===== src/rtl/i2s_pkg.sv =====
// Shared constants for the I2S transmitter: justification modes, default
// geometry and a counter-width helper used by the divider and bit counter.
package i2s_pkg;

   localparam int JUSTIFY_I2S  = 0;   // Philips I2S, MSB one SCLK after LRCLK edge
   localparam int JUSTIFY_LEFT = 1;   // left-justified, MSB coincident with LRCLK edge

   localparam int DEF_SAMPLE_BITS = 16;
   localparam int DEF_SLOT_BITS   = 32;
   localparam int DEF_SCLK_HALF   = 4;
   localparam int DEF_MCLK_HALF   = 1;
   localparam int DEF_JUSTIFY     = JUSTIFY_I2S;

   // Width of a counter that must hold 0..n-1, never narrower than one bit
   function automatic int cnt_width(input int n);
      int w;
      w = $clog2(n);
      if (w < 1) begin
         w = 1;
      end else begin
         w = w;
      end
      return w;
   endfunction

endpackage


===== src/rtl/i2s_clk_div.sv =====
// Half-period clock divider: produces a divided clock level and a strobe
// that is high in the i_Clk cycle whose rising edge takes the level 1->0.
module i2s_clk_div
   import i2s_pkg::*;
#(
   parameter int HALF = 1
) (
   input  logic i_Clk,
   input  logic i_Rst_n,
   output logic o_clk,
   output logic o_fall
);

   localparam int               CNT_W = cnt_width(HALF);
   localparam logic [CNT_W-1:0] TC    = CNT_W'(HALF - 1);

   logic [CNT_W-1:0] cnt_r;
   logic             clk_r;
   logic             tc_s;

   assign tc_s = (cnt_r == TC);

   // Count i_Clk cycles of the half-period and toggle the level at terminal count
   always_ff @(posedge i_Clk or negedge i_Rst_n) begin
      if (!i_Rst_n) begin
         cnt_r <= '0;
         clk_r <= 1'b0;
      end else if (tc_s) begin
         cnt_r <= '0;
         clk_r <= ~clk_r;
      end else begin
         cnt_r <= cnt_r + CNT_W'(1);
      end
   end

   assign o_clk  = clk_r;
   assign o_fall = tc_s & clk_r;

endmodule


===== src/rtl/i2s_tx_param.sv =====
// Parameterised I2S master transmitter with a one-entry sample-pair buffer.
// LRCLK and SDIN change only together with the SCLK falling edge; a frame
// that starts with no fresh pair repeats the previous one and flags underrun.
module i2s_tx_param
   import i2s_pkg::*;
#(
   parameter int SAMPLE_BITS = DEF_SAMPLE_BITS,
   parameter int SLOT_BITS   = DEF_SLOT_BITS,
   parameter int SCLK_HALF   = DEF_SCLK_HALF,
   parameter int MCLK_HALF   = DEF_MCLK_HALF,
   parameter int JUSTIFY     = DEF_JUSTIFY
) (
   input  logic                   i_Clk,
   input  logic                   i_Rst_n,
   input  logic [SAMPLE_BITS-1:0] i_Left,
   input  logic [SAMPLE_BITS-1:0] i_Right,
   input  logic                   i_Valid,
   output logic                   o_Ready,
   output logic                   o_MCLK,
   output logic                   o_SCLK,
   output logic                   o_LRCLK,
   output logic                   o_SDIN,
   output logic                   o_Underrun
);

   localparam int             FRAME_BITS = 2 * SLOT_BITS;
   localparam int             B_W        = cnt_width(FRAME_BITS);
   localparam logic [B_W-1:0] B_LAST     = B_W'(FRAME_BITS - 1);
   localparam logic [B_W-1:0] B_SLOT     = B_W'(SLOT_BITS);
   localparam logic [B_W-1:0] B_SAMPLE   = B_W'(SAMPLE_BITS);

   logic                   sclk_s;
   logic                   sclk_fall_s;
   logic                   mclk_s;
   logic                   mclk_fall_unused_s;

   logic [B_W-1:0]         b_r;
   logic                   lrclk_r;
   logic                   sdin_r;
   logic                   underrun_r;
   logic                   full_r;
   logic [SAMPLE_BITS-1:0] buf_left_r;
   logic [SAMPLE_BITS-1:0] buf_right_r;
   logic [SAMPLE_BITS-1:0] left_r;
   logic [SAMPLE_BITS-1:0] right_r;

   logic                   frame_start_s;
   logic                   accept_s;
   logic [B_W-1:0]         b_next_s;
   logic [B_W-1:0]         pos_s;
   logic [B_W-1:0]         sh_s;
   logic [SAMPLE_BITS-1:0] left_next_s;
   logic [SAMPLE_BITS-1:0] right_next_s;
   logic [SAMPLE_BITS-1:0] sample_s;
   logic [SAMPLE_BITS-1:0] shifted_s;
   logic                   lrclk_next_s;
   logic                   sdin_next_s;

   i2s_clk_div #(.HALF(SCLK_HALF)) u_sclk_div (
      .i_Clk   (i_Clk),
      .i_Rst_n (i_Rst_n),
      .o_clk   (sclk_s),
      .o_fall  (sclk_fall_s)
   );

   // MCLK runs free; its falling strobe has no consumer
   i2s_clk_div #(.HALF(MCLK_HALF)) u_mclk_div (
      .i_Clk   (i_Clk),
      .i_Rst_n (i_Rst_n),
      .o_clk   (mclk_s),
      .o_fall  (mclk_fall_unused_s)
   );

   assign frame_start_s = sclk_fall_s & (b_r == B_LAST);
   assign accept_s      = i_Valid & ~full_r;

   // Next bit index, the sample pair in force for it, and the bit to present
   always_comb begin
      b_next_s     = b_r;
      pos_s        = '0;
      sh_s         = '0;
      left_next_s  = left_r;
      right_next_s = right_r;
      sample_s     = '0;
      shifted_s    = '0;
      lrclk_next_s = 1'b0;
      sdin_next_s  = 1'b0;

      if (b_r == B_LAST) begin
         b_next_s = '0;
      end else begin
         b_next_s = b_r + B_W'(1);
      end

      // A new frame takes the buffered pair if there is one, else repeats
      if (frame_start_s && full_r) begin
         left_next_s  = buf_left_r;
         right_next_s = buf_right_r;
      end else begin
         left_next_s  = left_r;
         right_next_s = right_r;
      end

      if (b_next_s < B_SLOT) begin
         lrclk_next_s = 1'b0;
         pos_s        = b_next_s;
         sample_s     = left_next_s;
      end else begin
         lrclk_next_s = 1'b1;
         pos_s        = b_next_s - B_SLOT;
         sample_s     = right_next_s;
      end

      if (JUSTIFY == JUSTIFY_LEFT) begin
         if (pos_s < B_SAMPLE) begin
            sh_s        = B_SAMPLE - B_W'(1) - pos_s;
            shifted_s   = sample_s >> sh_s;
            sdin_next_s = shifted_s[0];
         end else begin
            sdin_next_s = 1'b0;
         end
      end else begin
         if ((pos_s >= B_W'(1)) && (pos_s <= B_SAMPLE)) begin
            sh_s        = B_SAMPLE - pos_s;
            shifted_s   = sample_s >> sh_s;
            sdin_next_s = shifted_s[0];
         end else begin
            sdin_next_s = 1'b0;
         end
      end
   end

   // Step the bit index and launch LRCLK/SDIN with each SCLK falling edge
   always_ff @(posedge i_Clk or negedge i_Rst_n) begin
      if (!i_Rst_n) begin
         b_r     <= B_LAST;
         lrclk_r <= 1'b0;
         sdin_r  <= 1'b0;
      end else if (sclk_fall_s) begin
         b_r     <= b_next_s;
         lrclk_r <= lrclk_next_s;
         sdin_r  <= sdin_next_s;
      end
   end

   // Latch the pair being serialised at every frame start
   always_ff @(posedge i_Clk or negedge i_Rst_n) begin
      if (!i_Rst_n) begin
         left_r  <= '0;
         right_r <= '0;
      end else if (frame_start_s) begin
         left_r  <= left_next_s;
         right_r <= right_next_s;
      end
   end

   // Holding buffer handshake and one-cycle underrun flag
   always_ff @(posedge i_Clk or negedge i_Rst_n) begin
      if (!i_Rst_n) begin
         full_r      <= 1'b0;
         buf_left_r  <= '0;
         buf_right_r <= '0;
         underrun_r  <= 1'b0;
      end else begin
         underrun_r <= frame_start_s & ~full_r;
         if (frame_start_s && full_r) begin
            full_r <= 1'b0;
         end else if (accept_s) begin
            full_r      <= 1'b1;
            buf_left_r  <= i_Left;
            buf_right_r <= i_Right;
         end
      end
   end

   assign o_Ready    = ~full_r;
   assign o_MCLK     = mclk_s;
   assign o_SCLK     = sclk_s;
   assign o_LRCLK    = lrclk_r;
   assign o_SDIN     = sdin_r;
   assign o_Underrun = underrun_r;

endmodule


===== config.mk =====
export PLATFORM = sky130hd
export DESIGN_NAME = i2s_tx_param
export DESIGN_NICKNAME = d
export VERILOG_FILES = /design/src/rtl/i2s_pkg.sv /design/src/rtl/i2s_clk_div.sv /design/src/rtl/i2s_tx_param.sv
export SDC_FILE = /design/constraint.sdc
export NUM_CORES = 1
export LEC_CHECK = 0
export ABC_AREA = 0
export CORE_UTILIZATION = 56
export CTS_CLUSTER_SIZE = 20
export DETAILED_ROUTE_END_ITERATION = 16
export GPL_TIMING_DRIVEN = 0
export PLACE_DENSITY = 0.82
export SETUP_SLACK_MARGIN = 0.05
export SLEW_MARGIN = 20
export SYNTH_ARGS = -nofsm -noshare
export SYNTH_HDL_FRONTEND = slang
export SYNTH_SLANG_ARGS = --single-unit

===== constraint.sdc =====
create_clock -name i_Clk -period 3.2 [get_ports i_Clk]
set_clock_uncertainty 0.2 [all_clocks]
set_input_delay 0.32 -clock i_Clk [delete_from_list [all_inputs] [get_ports i_Clk]]
set_output_delay 0.32 -clock i_Clk [all_outputs]
set_load 0.02 [all_outputs]

==> results of run 1 <==
[critical path: stages, from the launching register on]
cell and delay, ns:
dfstp_2 0.56, ha_4 0.15, buf_6 0.10, nand3_4 0.08, a211oi_4 0.25, nand3_1 0.11, ha_1 0.30, inv_2 0.04
a2111oi_4 0.25, o31ai_1 0.12, o31ai_2 0.28, o211ai_1 0.17, nor4_2 0.34
[cell type report]
cell class	instances	area (sq um)	area share, %
inverters	6	22.5	0.473
plain buffers	21	134	2.81
repair buffers	49	488	10.3
clock buffers	10	138	2.89
clock inverters	6	92.6	1.95
multi-input cells	274	1830	38.4
well taps	77	96.3	2.02
flip-flops and latches	78	1960	41.2
[sequential cells by signal, summed over array words and instances (netlist names)]
| register | count |
|---|---|
| u_sclk_div.o_clk | 1 |
| u_sclk_div.cnt_r | 2 |
| b_r | 6 |
| o_SDIN | 1 |
| full_r | 1 |
| buf_right_r | 16 |
| buf_left_r | 16 |
| left_r | 16 |
| o_Underrun | 1 |
| u_mclk_div.o_clk | 1 |
| right_r | 16 |
| o_LRCLK | 1 |
[worst max path at each step]
stage / from / to / slack [ns] / cells after the start
finish: b_r[1] / o_SDIN / 0.13 / 12
global placement: i_Rst_n / o_Underrun / -1.01 / 1
CTS: b_r[1] / o_SDIN / 0.10 / 12
detailed placement: b_r[1] / o_SDIN / -0.26 / 12
floorplan: b_r[1] / o_SDIN / 0.26 / 12
global route: b_r[1] / o_SDIN / -0.002 / 12
[through the flow]
stage	hold WS, ns	worst slack [ns]	std cells	utilization, %
after CTS	0.173	0.103	516	71.8
after floorplan	-0.176	0.260	379	-
after detailed placement	0.0238	-0.260	497	67.7
final	0.177	0.128	521	73.3
after global routing	0.192	-0.00226	521	73.3
after global placement	0.209	-1.01	496	67.3
[layer usage]
metal	routed length [microns]	vias to the layer above	global-route usage, %
met5	24	-	0
met4	257	2	14.2
met3	449	29	4.57
met2	4410	123	43.8
met1	3970	1535	35.8
li1	-	1427	-
[power by group through the flow]
stage / registers (mW) / clock network (mW) / logic, mW
final: 1.06 / 0.853 / 0.113
after global routing: 1.07 / 0.902 / 0.125
after global placement: 1.08 / 0 / 0.104
after CTS: 1.06 / 0.859 / 0.115
after detailed placement: 1.08 / 0 / 0.114
after floorplan: 1.07 / 0 / 0.0440
[cells by family after synthesis]
family | after synthesis
AND/OR/NAND/NOR | 160
flip-flops | 78
AO/OA/AOI/OAI | 63
multiplexers | 40
buffers and inverters | 27
XOR/XNOR | 7
adder cells (fa/ha/maj) | 4
[cell usage in the layout, fill, tap and decap left out, types with 2 or more instances in the layout]
cell / synthesis / final
buf_4: 3 / 10
buf_1: 4 / 4
nand3_1: 10 / 9
a21o_1: 4 / 4
a211oi_1: 7 / 7
xor2_1: 3 / 3
clkdlybuf4s50_1: 0 / 39
xnor2_1: 3 / 2
nor2b_1: 2 / 2
clkbuf_8: 0 / 10
buf_6: 4 / 6
dfstp_2: 6 / 6
nand2_1: 114 / 114
o21ai_0: 13 / 13
a21oi_1: 9 / 9
dfrtp_1: 72 / 72
nor2_4: 2 / 2
bufinv_16: 0 / 2
nand2b_1: 2 / 2
nor4_1: 2 / 2
inv_1: 6 / 4
nand3_4: 1 / 2
inv_2: 0 / 2
nor2_1: 7 / 7
clkbuf_1: 8 / 7
a311oi_1: 2 / 2
nand4_1: 3 / 3
and4_1: 2 / 2
a31oi_1: 5 / 5
clkinvlp_4: 0 / 2
ha_1: 4 / 2
nor3_1: 3 / 3
mux2i_1: 4 / 4
o21a_1: 2 / 2
and3_1: 2 / 2
o211ai_1: 2 / 2
mux2_2: 35 / 35
[Yosys cell counts, drive strengths merged (2+ instances only)]
master     n
a2111oi    2
a211oi     8
a21o       4
a21oi      9
a311oi     2
a31oi      6
and2       2
and3       2
and4       3
buf       13
clkbuf     8
dfrtp     72
dfstp      6
ha         4
inv        6
mux2      36
mux2i      4
nand2    115
nand2b     2
nand3     12
nand4      4
nor2      10
nor2b      2
nor3       3
nor4       3
o211ai     2
o21a       2
o21ai     15
o31ai      2
xnor2      4
xor2       3
[repair_timing]
item	CTS	global route
setup buffers	2	5
gates resized for setup	3	15
endpoints found under the hold margin	72	0
pin swaps	2	8
hold buffers	1	0
setup endpoints to repair	1	1
==> flow_metrics.env, run 1 <==
export IMPL_ant_nets=0
export IMPL_nets=478
export IMPL_placer_s_final_routability_congestion_estimate=0.912
export IMPL_grt_overflow=0
export IMPL_synth_enable_flop_cells=0
export IMPL_cts_made_buffers=9
export IMPL_clk_pin_slew_ns=0.09
export IMPL_worst_r2r_startpoint="b_r[1]"
export IMPL_first_global_vias=3094
export IMPL_layout_cell_area_non_filler_sq_um=4760
export IMPL_synth_cells=379
export IMPL_drv_slew=0
export IMPL_layout_min_cycle_time_ns=3.07
export IMPL_synth_top_family_by_area="simple AND/OR/NAND/NOR gates"
export IMPL_clk_path_buf_depth=2
export IMPL_final_period_utilization_pct=96.0
export IMPL_powerDensity_nw_per_um2=426
export IMPL_netlist_area_before_placement_sq_um=3870
export IMPL_antenna_cells_inserted=0
export IMPL_max_slew_margin_pct=60.6
export IMPL_postSynthAreaPerCell_sq_um=10.2
export IMPL_synth_compound_area_share_pct=11.8
export IMPL_power_mw=2.03
export IMPL_cts_sink_count=78
export IMPL_maximum_number_of_pins_on_one_net_before_global_route_repair=59
export IMPL_timing_reg2reg_setup_slack_ns=0.13
export IMPL_clock_insertion_delay_worst_skew_ns=0.36
export IMPL_cellLeakagePower_nw=2.20
export IMPL_net_switching_power_mw=0.457
export IMPL_synth_ff_latch_count=78
export IMPL_wirelength_microns=9100
export IMPL_timing_worst_setup_path_type="flip-flop to flip-flop"
export IMPL_cts_tree="done"
export IMPL_ys_flop_type="dfrtp_1"
export IMPL_cts_root_buf="clkbuf_8"
export IMPL_synth_top_cells_by_area="dfrtp_1 (47%), nand2_1 (11%), mux2_2 (10%)"
export IMPL_netlist_cell_type_count=63
export IMPL_remaining_drc_errors=0
export IMPL_global_route_wire_length_before_repair_microns=15000
export IMPL_synth_async_sr_flop_share_pct=100
export IMPL_vdd_ir_drop_max_uv=416
export IMPL_max_cap_viol_count=0
export IMPL_post_dp_hpwl_microns=6300
export IMPL_outcome="completed"
export IMPL_io_buffer_count=40
export IMPL_synth_fp_nets=418
export IMPL_arrival_ns=3.13
export IMPL_dieArea_sq_um=7250
export IMPL_finalSetupViolCount=0
export IMPL_highest_net_fanout_along_the_worst_path=3
export IMPL_clock_power_share_pct=42.0
export IMPL_avgViaCountPerCell=5.98
export IMPL_row_count=29
export IMPL_worstPathRequired_ns=3.26
export IMPL_crit_reg2reg_capture="o_SDIN"
export IMPL_post_synthesis_cell_type_with_the_largest_combined_area="dfrtp_1"
export IMPL_io_pins=41
export IMPL_sw_frac_of_total_pct=22.5
export IMPL_synth_warning_count=0
export IMPL_timing_final_hold_violations=0
export IMPL_wire_per_inst_microns=17.5
export IMPL_power_frac_seq_pct=52.4
export IMPL_startpoint_type="flip-flop"
export IMPL_max_clock_freq_ghz=0.326
export IMPL_place_area_sq_um=4400
export IMPL_first_pass_iters=5
export IMPL_yosys_area_share_simple_pct=19.0
export IMPL_core_area_sq_um=6490
export IMPL_post_route_cells_drive_above_1_share_pct=22.3
export IMPL_internal_power_mw=1.57
export IMPL_share_of_synthesized_area_occupied_by_flip_flops_and_latches_pct=50.6
export IMPL_syn_to_final_growth_pct=22.8
export IMPL_yosys_area_top_type_share_pct=46.5
export IMPL_timing_worst_slew_pin_value_ns=0.591
export IMPL_fin_tns_setup_ns=0
export IMPL_fp_dieH_microns=85.2
export IMPL_grtUsageTotal_pct=27.2
export IMPL_drt_iter0_markers=219
export IMPL_cts_htree_levels=3
export IMPL_fillerInstances=465
export IMPL_hold_class="input pin to async pin"
export IMPL_antenna_found_initial=0
export IMPL_end_kind="flip-flop"
export IMPL_die_w_microns=85.2
export IMPL_route_vias_total=3116
export IMPL_synth_xor_area_share_pct=2.07
export IMPL_grt_setup_unrepaired="yes"
export IMPL_worst_r2r_cell_count=12
export IMPL_p_comb_share_pct=5.5
export IMPL_synth_mux_area_fraction_pct=11.5
export IMPL_starting_density_pct=59.6
export IMPL_post_synth_fa_ha_maj_area_fraction_pct=1.29
Note: power is estimated with default switching activity, not from simulation.
==> run 2, diff against run 1 <==
CORE_ASPECT_RATIO = 1.75   (was unset)
RECOVER_POWER = 25   (was unset)
==> run 2 against run 1 <==
Compared with the run above:
- die area grew 0.18%
- combinational power about the same
- clock power is 16% higher
- first-iteration DRC count fell by 17%
- count of clock-buffer cells in the layout is 1 higher
- worst setup slack better by 0.024 ns
- largest power group unchanged
==> flow_metrics.env, run 2 (synthesis results as in run 1) <==
export IMPL_first_pass_iters=4
export IMPL_cts_root_buf="clkbuf_16"
export IMPL_cts_sink_count=78
export IMPL_grt_overflow=0
export IMPL_cellLeakagePower_nw=2.20
export IMPL_most_common_layout_cells="nand2_1 (114), dfrtp_1 (72), clkdlybuf4s50_1 (39)"
export IMPL_final_period_utilization_pct=95.2
export IMPL_crit_reg2reg_capture="o_SDIN"
export IMPL_nets=473
export IMPL_timing_final_hold_violations=0
export IMPL_placement_setup_worst_slack_ns=-0.181
export IMPL_die_w_microns=64.9
export IMPL_worstPathRequired_ns=3.25
export IMPL_io_pins=41
export IMPL_worst_r2r_cell_count=12
export IMPL_powerDensity_nw_per_um2=458
export IMPL_vdd_ir_drop_max_uv=512
export IMPL_place_area_sq_um=4390
export IMPL_global_route_wire_length_before_repair_microns=15500
export IMPL_cts_tree="done"
export IMPL_hold_class="flip-flop to flip-flop"
export IMPL_maximum_number_of_pins_on_one_net_before_global_route_repair=44
export IMPL_wire_per_inst_microns=17.4
export IMPL_post_route_cells_drive_above_1_share_pct=20.3
export IMPL_first_global_vias=3119
export IMPL_layout_min_cycle_time_ns=3.05
export IMPL_cts_htree_levels=3
export IMPL_startpoint_type="flip-flop"
export IMPL_drv_slew=0
export IMPL_layout_commonest_cell="nand2_1"
export IMPL_drt_iter0_markers=182
export IMPL_fp_dieH_microns=112
export IMPL_remaining_drc_errors=0
export IMPL_route_vias_total=2994
export IMPL_worst_r2r_startpoint="b_r[0]"
export IMPL_core_area_sq_um=6590
export IMPL_worstHoldEndpoint="u_mclk_div.o_clk"
export IMPL_fillerInstances=490
export IMPL_avgViaCountPerCell=5.76
export IMPL_dieArea_sq_um=7270
export IMPL_layout_cell_area_non_filler_sq_um=4740
export IMPL_power_mw=2.17
export IMPL_arrival_ns=3.10
export IMPL_max_slew_margin_pct=27.0
export IMPL_outcome="completed"
export IMPL_syn_to_final_growth_pct=22.4
export IMPL_timing_worst_slew_pin_value_ns=1.10
export IMPL_placer_s_final_routability_congestion_estimate=0.909
export IMPL_finalSetupViolCount=0
export IMPL_ant_nets=0
export IMPL_antenna_cells_inserted=0
export IMPL_max_cap_viol_count=0
export IMPL_antenna_found_initial=0
export IMPL_row_count=39
export IMPL_cell_depth_of_the_worst_hold_path=1
export IMPL_end_kind="flip-flop"
export IMPL_clk_pin_slew_ns=0.06
export IMPL_clock_insertion_delay_worst_skew_ns=0.34
export IMPL_fin_ws_ns=0.152
export IMPL_max_clock_freq_ghz=0.328
export IMPL_grtUsageTotal_pct=29.2
export IMPL_clk_path_buf_depth=2
export IMPL_placed_cells=502
export IMPL_highest_net_fanout_along_the_worst_path=10
export IMPL_hold_path_startpoint="u_mclk_div.o_clk"
export IMPL_cts_made_buffers=9
export IMPL_fin_tns_setup_ns=0
export IMPL_wirelength_microns=9060
export IMPL_timing_reg2reg_setup_slack_ns=0.15
export IMPL_starting_density_pct=58.8
export IMPL_post_dp_hpwl_microns=6570
export IMPL_io_buffer_count=40
export IMPL_final_cell_count_no_fill=520
export IMPL_timing_worst_setup_path_type="flip-flop to flip-flop"
[run 2: cell type report]
| cell class | instances | area [sq um] | share of cell area [%] |
|---|---|---|---|
| multi-input combinational | 274 | 1800 | 38.0 |
| clock buffer | 11 | 243 | 5.12 |
| inverter | 6 | 22.5 | 0.475 |
| sequential | 78 | 1960 | 41.3 |
| buffer | 21 | 128 | 2.69 |
| timing repair buffer | 44 | 440 | 9.29 |
| tap | 82 | 103 | 2.16 |
| clock inverter | 4 | 47.5 | 1.00 |
[run 2: what timing repair did]
item | in CTS | in global routing
resized for setup | 4 | 6
setup buffers | 2 | 0
hold buffers | 1 | 0
endpoints found under the setup margin | 1 | 1
hold endpoints to repair | 36 | 0
pin swaps | 1 | 1
[run 2: how the worst max path moves through the flow]
stage,start,endpoint,slack (ns),cells past startpoint
floorplan,b_r[1],o_SDIN,0.26,12
global route,b_r[1],o_SDIN,-0.005,12
CTS,b_r[0],o_SDIN,0.10,10
global placement,i_Rst_n,u_mclk_div.o_clk,-0.96,1
detailed placement,b_r[1],o_SDIN,-0.18,12
finish,b_r[0],o_SDIN,0.15,12
[run 2: worst max-delay path: stages (launching register included)]
cell and delay (ns):
dfstp_2 0.53, ha_1 0.20, buf_6 0.17, nand3_4 0.13, a211oi_4 0.30, nand3_1 0.11
ha_1 0.28, inv_1 0.04, a2111oi_1 0.28, o31ai_1 0.15, o31ai_1 0.29, o211ai_1 0.16
nor4_2 0.14
[run 2: metrics by stage]
step	util, %	hold slack [ns]
2_1_floorplan	-	-0.176
3_3_place_gp	66.4	0.205
3_5_place_dp	66.7	0.150
4_1_cts	71.7	0.223
5_1_grt	72.0	0.232
6_report	72.0	0.218
[run 2: per-layer routing]
| metal | vias up | track usage (%) | wire length (microns) |
|---|---|---|---|
| met2 | 75 | 48.1 | 4910 |
| li1 | 1430 | - | - |
| met4 | 0 | 14.4 | 312 |
| met5 | - | 0 | 0 |
| met1 | 1467 | 34.5 | 3500 |
| met3 | 22 | 7.83 | 332 |
[run 2: where the power goes]
group          switching (mW)  internal (mW)
clock                   0.375          0.617
combinational          0.0365         0.0740
sequential             0.0340           1.03
==> run 3, diff against run 2 <==
CTS_CLUSTER_DIAMETER = 40   (was unset)
PLACE_DENSITY = 0.83   (was 0.82)
==> run 3 against run 2 <==
Compared with the run above:
- the run now ends with max-capacitance violations, max-slew violations left
- clock power barely moved
- power rose by 1.4%
- non-clock buffer count rose by 3
- worst setup slack improved by 0.064 ns
- critical path depth fell by 3
- combinational power barely moved
- via count rose by 1.5%
- critical path type unchanged
- critical endpoint unchanged
- largest cell class unchanged
- largest power group unchanged
==> flow_metrics.env, run 3 (synthesis results as in run 1) <==
export IMPL_avgViaCountPerCell=5.80
export IMPL_syn_to_final_growth_pct=24.0
export IMPL_most_common_layout_cells="nand2_1 (114), dfrtp_1 (72), clkdlybuf4s50_1 (39)"
export IMPL_cts_made_buffers=9
export IMPL_drt_iter0_markers=241
export IMPL_final_cell_count_no_fill=524
export IMPL_maximum_number_of_pins_on_one_net_before_global_route_repair=49
export IMPL_remaining_drc_errors=0
export IMPL_fin_ws_ns=0.216
export IMPL_grtUsageTotal_pct=28.9
export IMPL_ant_nets=0
export IMPL_clk_path_buf_depth=2
export IMPL_max_slew_margin_pct=-22.3
export IMPL_layout_core_utilization_pct=72.9
export IMPL_io_buffer_count=40
export IMPL_timing_final_hold_violations=0
export IMPL_clk_pin_slew_ns=0.06
export IMPL_hold_slack_ns=0.218
export IMPL_layout_min_cycle_time_ns=2.98
export IMPL_io_pins=41
export IMPL_cts_sink_count=78
export IMPL_net_switching_power_mw=0.443
export IMPL_wire_per_inst_microns=17.9
export IMPL_internal_power_mw=1.76
export IMPL_placement_setup_worst_slack_ns=-0.284
export IMPL_cts_htree_levels=3
export IMPL_clock_power_share_pct=46.4
export IMPL_arrival_ns=2.99
export IMPL_powerDensity_nw_per_um2=459
export IMPL_global_route_wire_length_before_repair_microns=15500
export IMPL_grt_overflow=0
export IMPL_hold_class="flip-flop to flip-flop"
export IMPL_cts_root_buf="clkbuf_16"
export IMPL_nets=476
export IMPL_layout_cell_area_non_filler_sq_um=4800
export IMPL_max_clock_freq_ghz=0.335
export IMPL_post_route_cells_drive_above_1_share_pct=20.6
export IMPL_failed_checks="max-capacitance violations, max-slew violations"
export IMPL_dieArea_sq_um=7270
export IMPL_sw_frac_of_total_pct=20.1
export IMPL_place_area_sq_um=4400
export IMPL_row_count=39
export IMPL_max_cap_viol_count=1
export IMPL_route_vias_total=3038
export IMPL_timing_worst_slew_pin_value_ns=1.84
export IMPL_startpoint_type="flip-flop"
export IMPL_end_kind="flip-flop"
export IMPL_placer_s_final_routability_congestion_estimate=0.926
export IMPL_post_dp_hpwl_microns=6810
export IMPL_drv_slew=31
export IMPL_antenna_found_initial=0
export IMPL_cts_tree="done"
export IMPL_first_pass_iters=5
export IMPL_grt_setup_unrepaired="no"
export IMPL_final_period_utilization_pct=93.3
export IMPL_p_comb_share_pct=5.1
export IMPL_placed_cells=502
export IMPL_vdd_ir_drop_max_uv=427
export IMPL_timing_worst_setup_path_type="flip-flop to flip-flop"
export IMPL_outcome="complete, but fails checks"
export IMPL_fp_dieH_microns=112
export IMPL_worstPathRequired_ns=3.21
export IMPL_highest_net_fanout_along_the_worst_path=10
export IMPL_cellLeakagePower_nw=2.22
export IMPL_layout_commonest_cell="nand2_1"
export IMPL_clock_insertion_delay_worst_skew_ns=0.33
export IMPL_finalSetupViolCount=0
export IMPL_starting_density_pct=58.8
export IMPL_die_w_microns=64.9
export IMPL_wirelength_microns=9360
export IMPL_core_area_sq_um=6590
export IMPL_first_global_vias=3152
export IMPL_antenna_cells_inserted=0
export IMPL_power_frac_seq_pct=48.5
## run 3: changes by cell type in the layout (fill, tap and decap cells not counted), sizes merged
cell and delta:
clkbuf +3, clkinvlp -1, clkinv -2, buf +3, inv +1
## run 3: per-stage QoR
stage               total power, mW  setup TNS [ns]
finish                         2.20               0
CTS                            2.22               0
global placement               1.19          -71.34
detailed placement             1.20          -0.284
floorplan                      1.11               0
global route                   2.27               0
## run 3: final timing paths
path                                  start                to  slack (ns)  cells past startpoint
setup / recovery                     b_r[0]            o_SDIN        0.22                      9
hold / removal             u_mclk_div.o_clk  u_mclk_div.o_clk        0.22                      1
setup reg to reg                     b_r[0]            o_SDIN        0.22                      9
hold reg to reg            u_mclk_div.o_clk  u_mclk_div.o_clk        0.22                      1
max in group asynchronous           i_Rst_n         left_r[3]        0.91                      2
min in group asynchronous           i_Rst_n           o_LRCLK        0.83                      2
## run 3: area by class of cell
| class | instances | area (sq um) |
|---|---|---|
| Clock inverter | 2 | 38.8 |
| Tap cell | 82 | 103 |
| Timing Repair Buffer | 47 | 469 |
| Fill cell | 490 | 1790 |
| Clock buffer | 14 | 264 |
| Multi-Input combinational cell | 274 | 1820 |
| Sequential cell | 78 | 1960 |
| Buffer | 21 | 128 |
| Inverter | 6 | 22.5 |
## run 3: timing repair
item,in CTS,in global routing
resized for setup,4,8
hold endpoints to repair,24,0
setup buffers,2,3
hold buffers,1,0
setup endpoints to repair,1,1
pin swaps,1,3
gates cloned,0,0
## run 3: per-layer routing
metal	vias to the layer above	part of all wire, %	track usage (%)
met5	-	0	0
met4	0	5.4	19.4
met1	1486	38	32.4
met3	30	3.8	5.08
li1	1429	-	-
met2	93	53	48.7
## run 3: power by group through the flow
stage | Combinational (mW) | Sequential (mW) | Clock, mW
4_1_cts | 0.116 | 1.07 | 1.04
3_5_place_dp | 0.114 | 1.09 | 0
2_1_floorplan | 0.0440 | 1.07 | 0
3_3_place_gp | 0.104 | 1.08 | 0
5_1_grt | 0.125 | 1.07 | 1.08
6_report | 0.112 | 1.07 | 1.02
## run 3: critical path, stage by stage, from the launching register on
cell	delay [ns]
dfstp_2	0.52
buf_2	0.24
inv_1	0.18
ha_2	0.39
o32ai_2	0.37
xnor2_2	0.14
buf_4	0.16
a2111oi_4	0.36
o31a_1	0.23
nor4_2	0.05
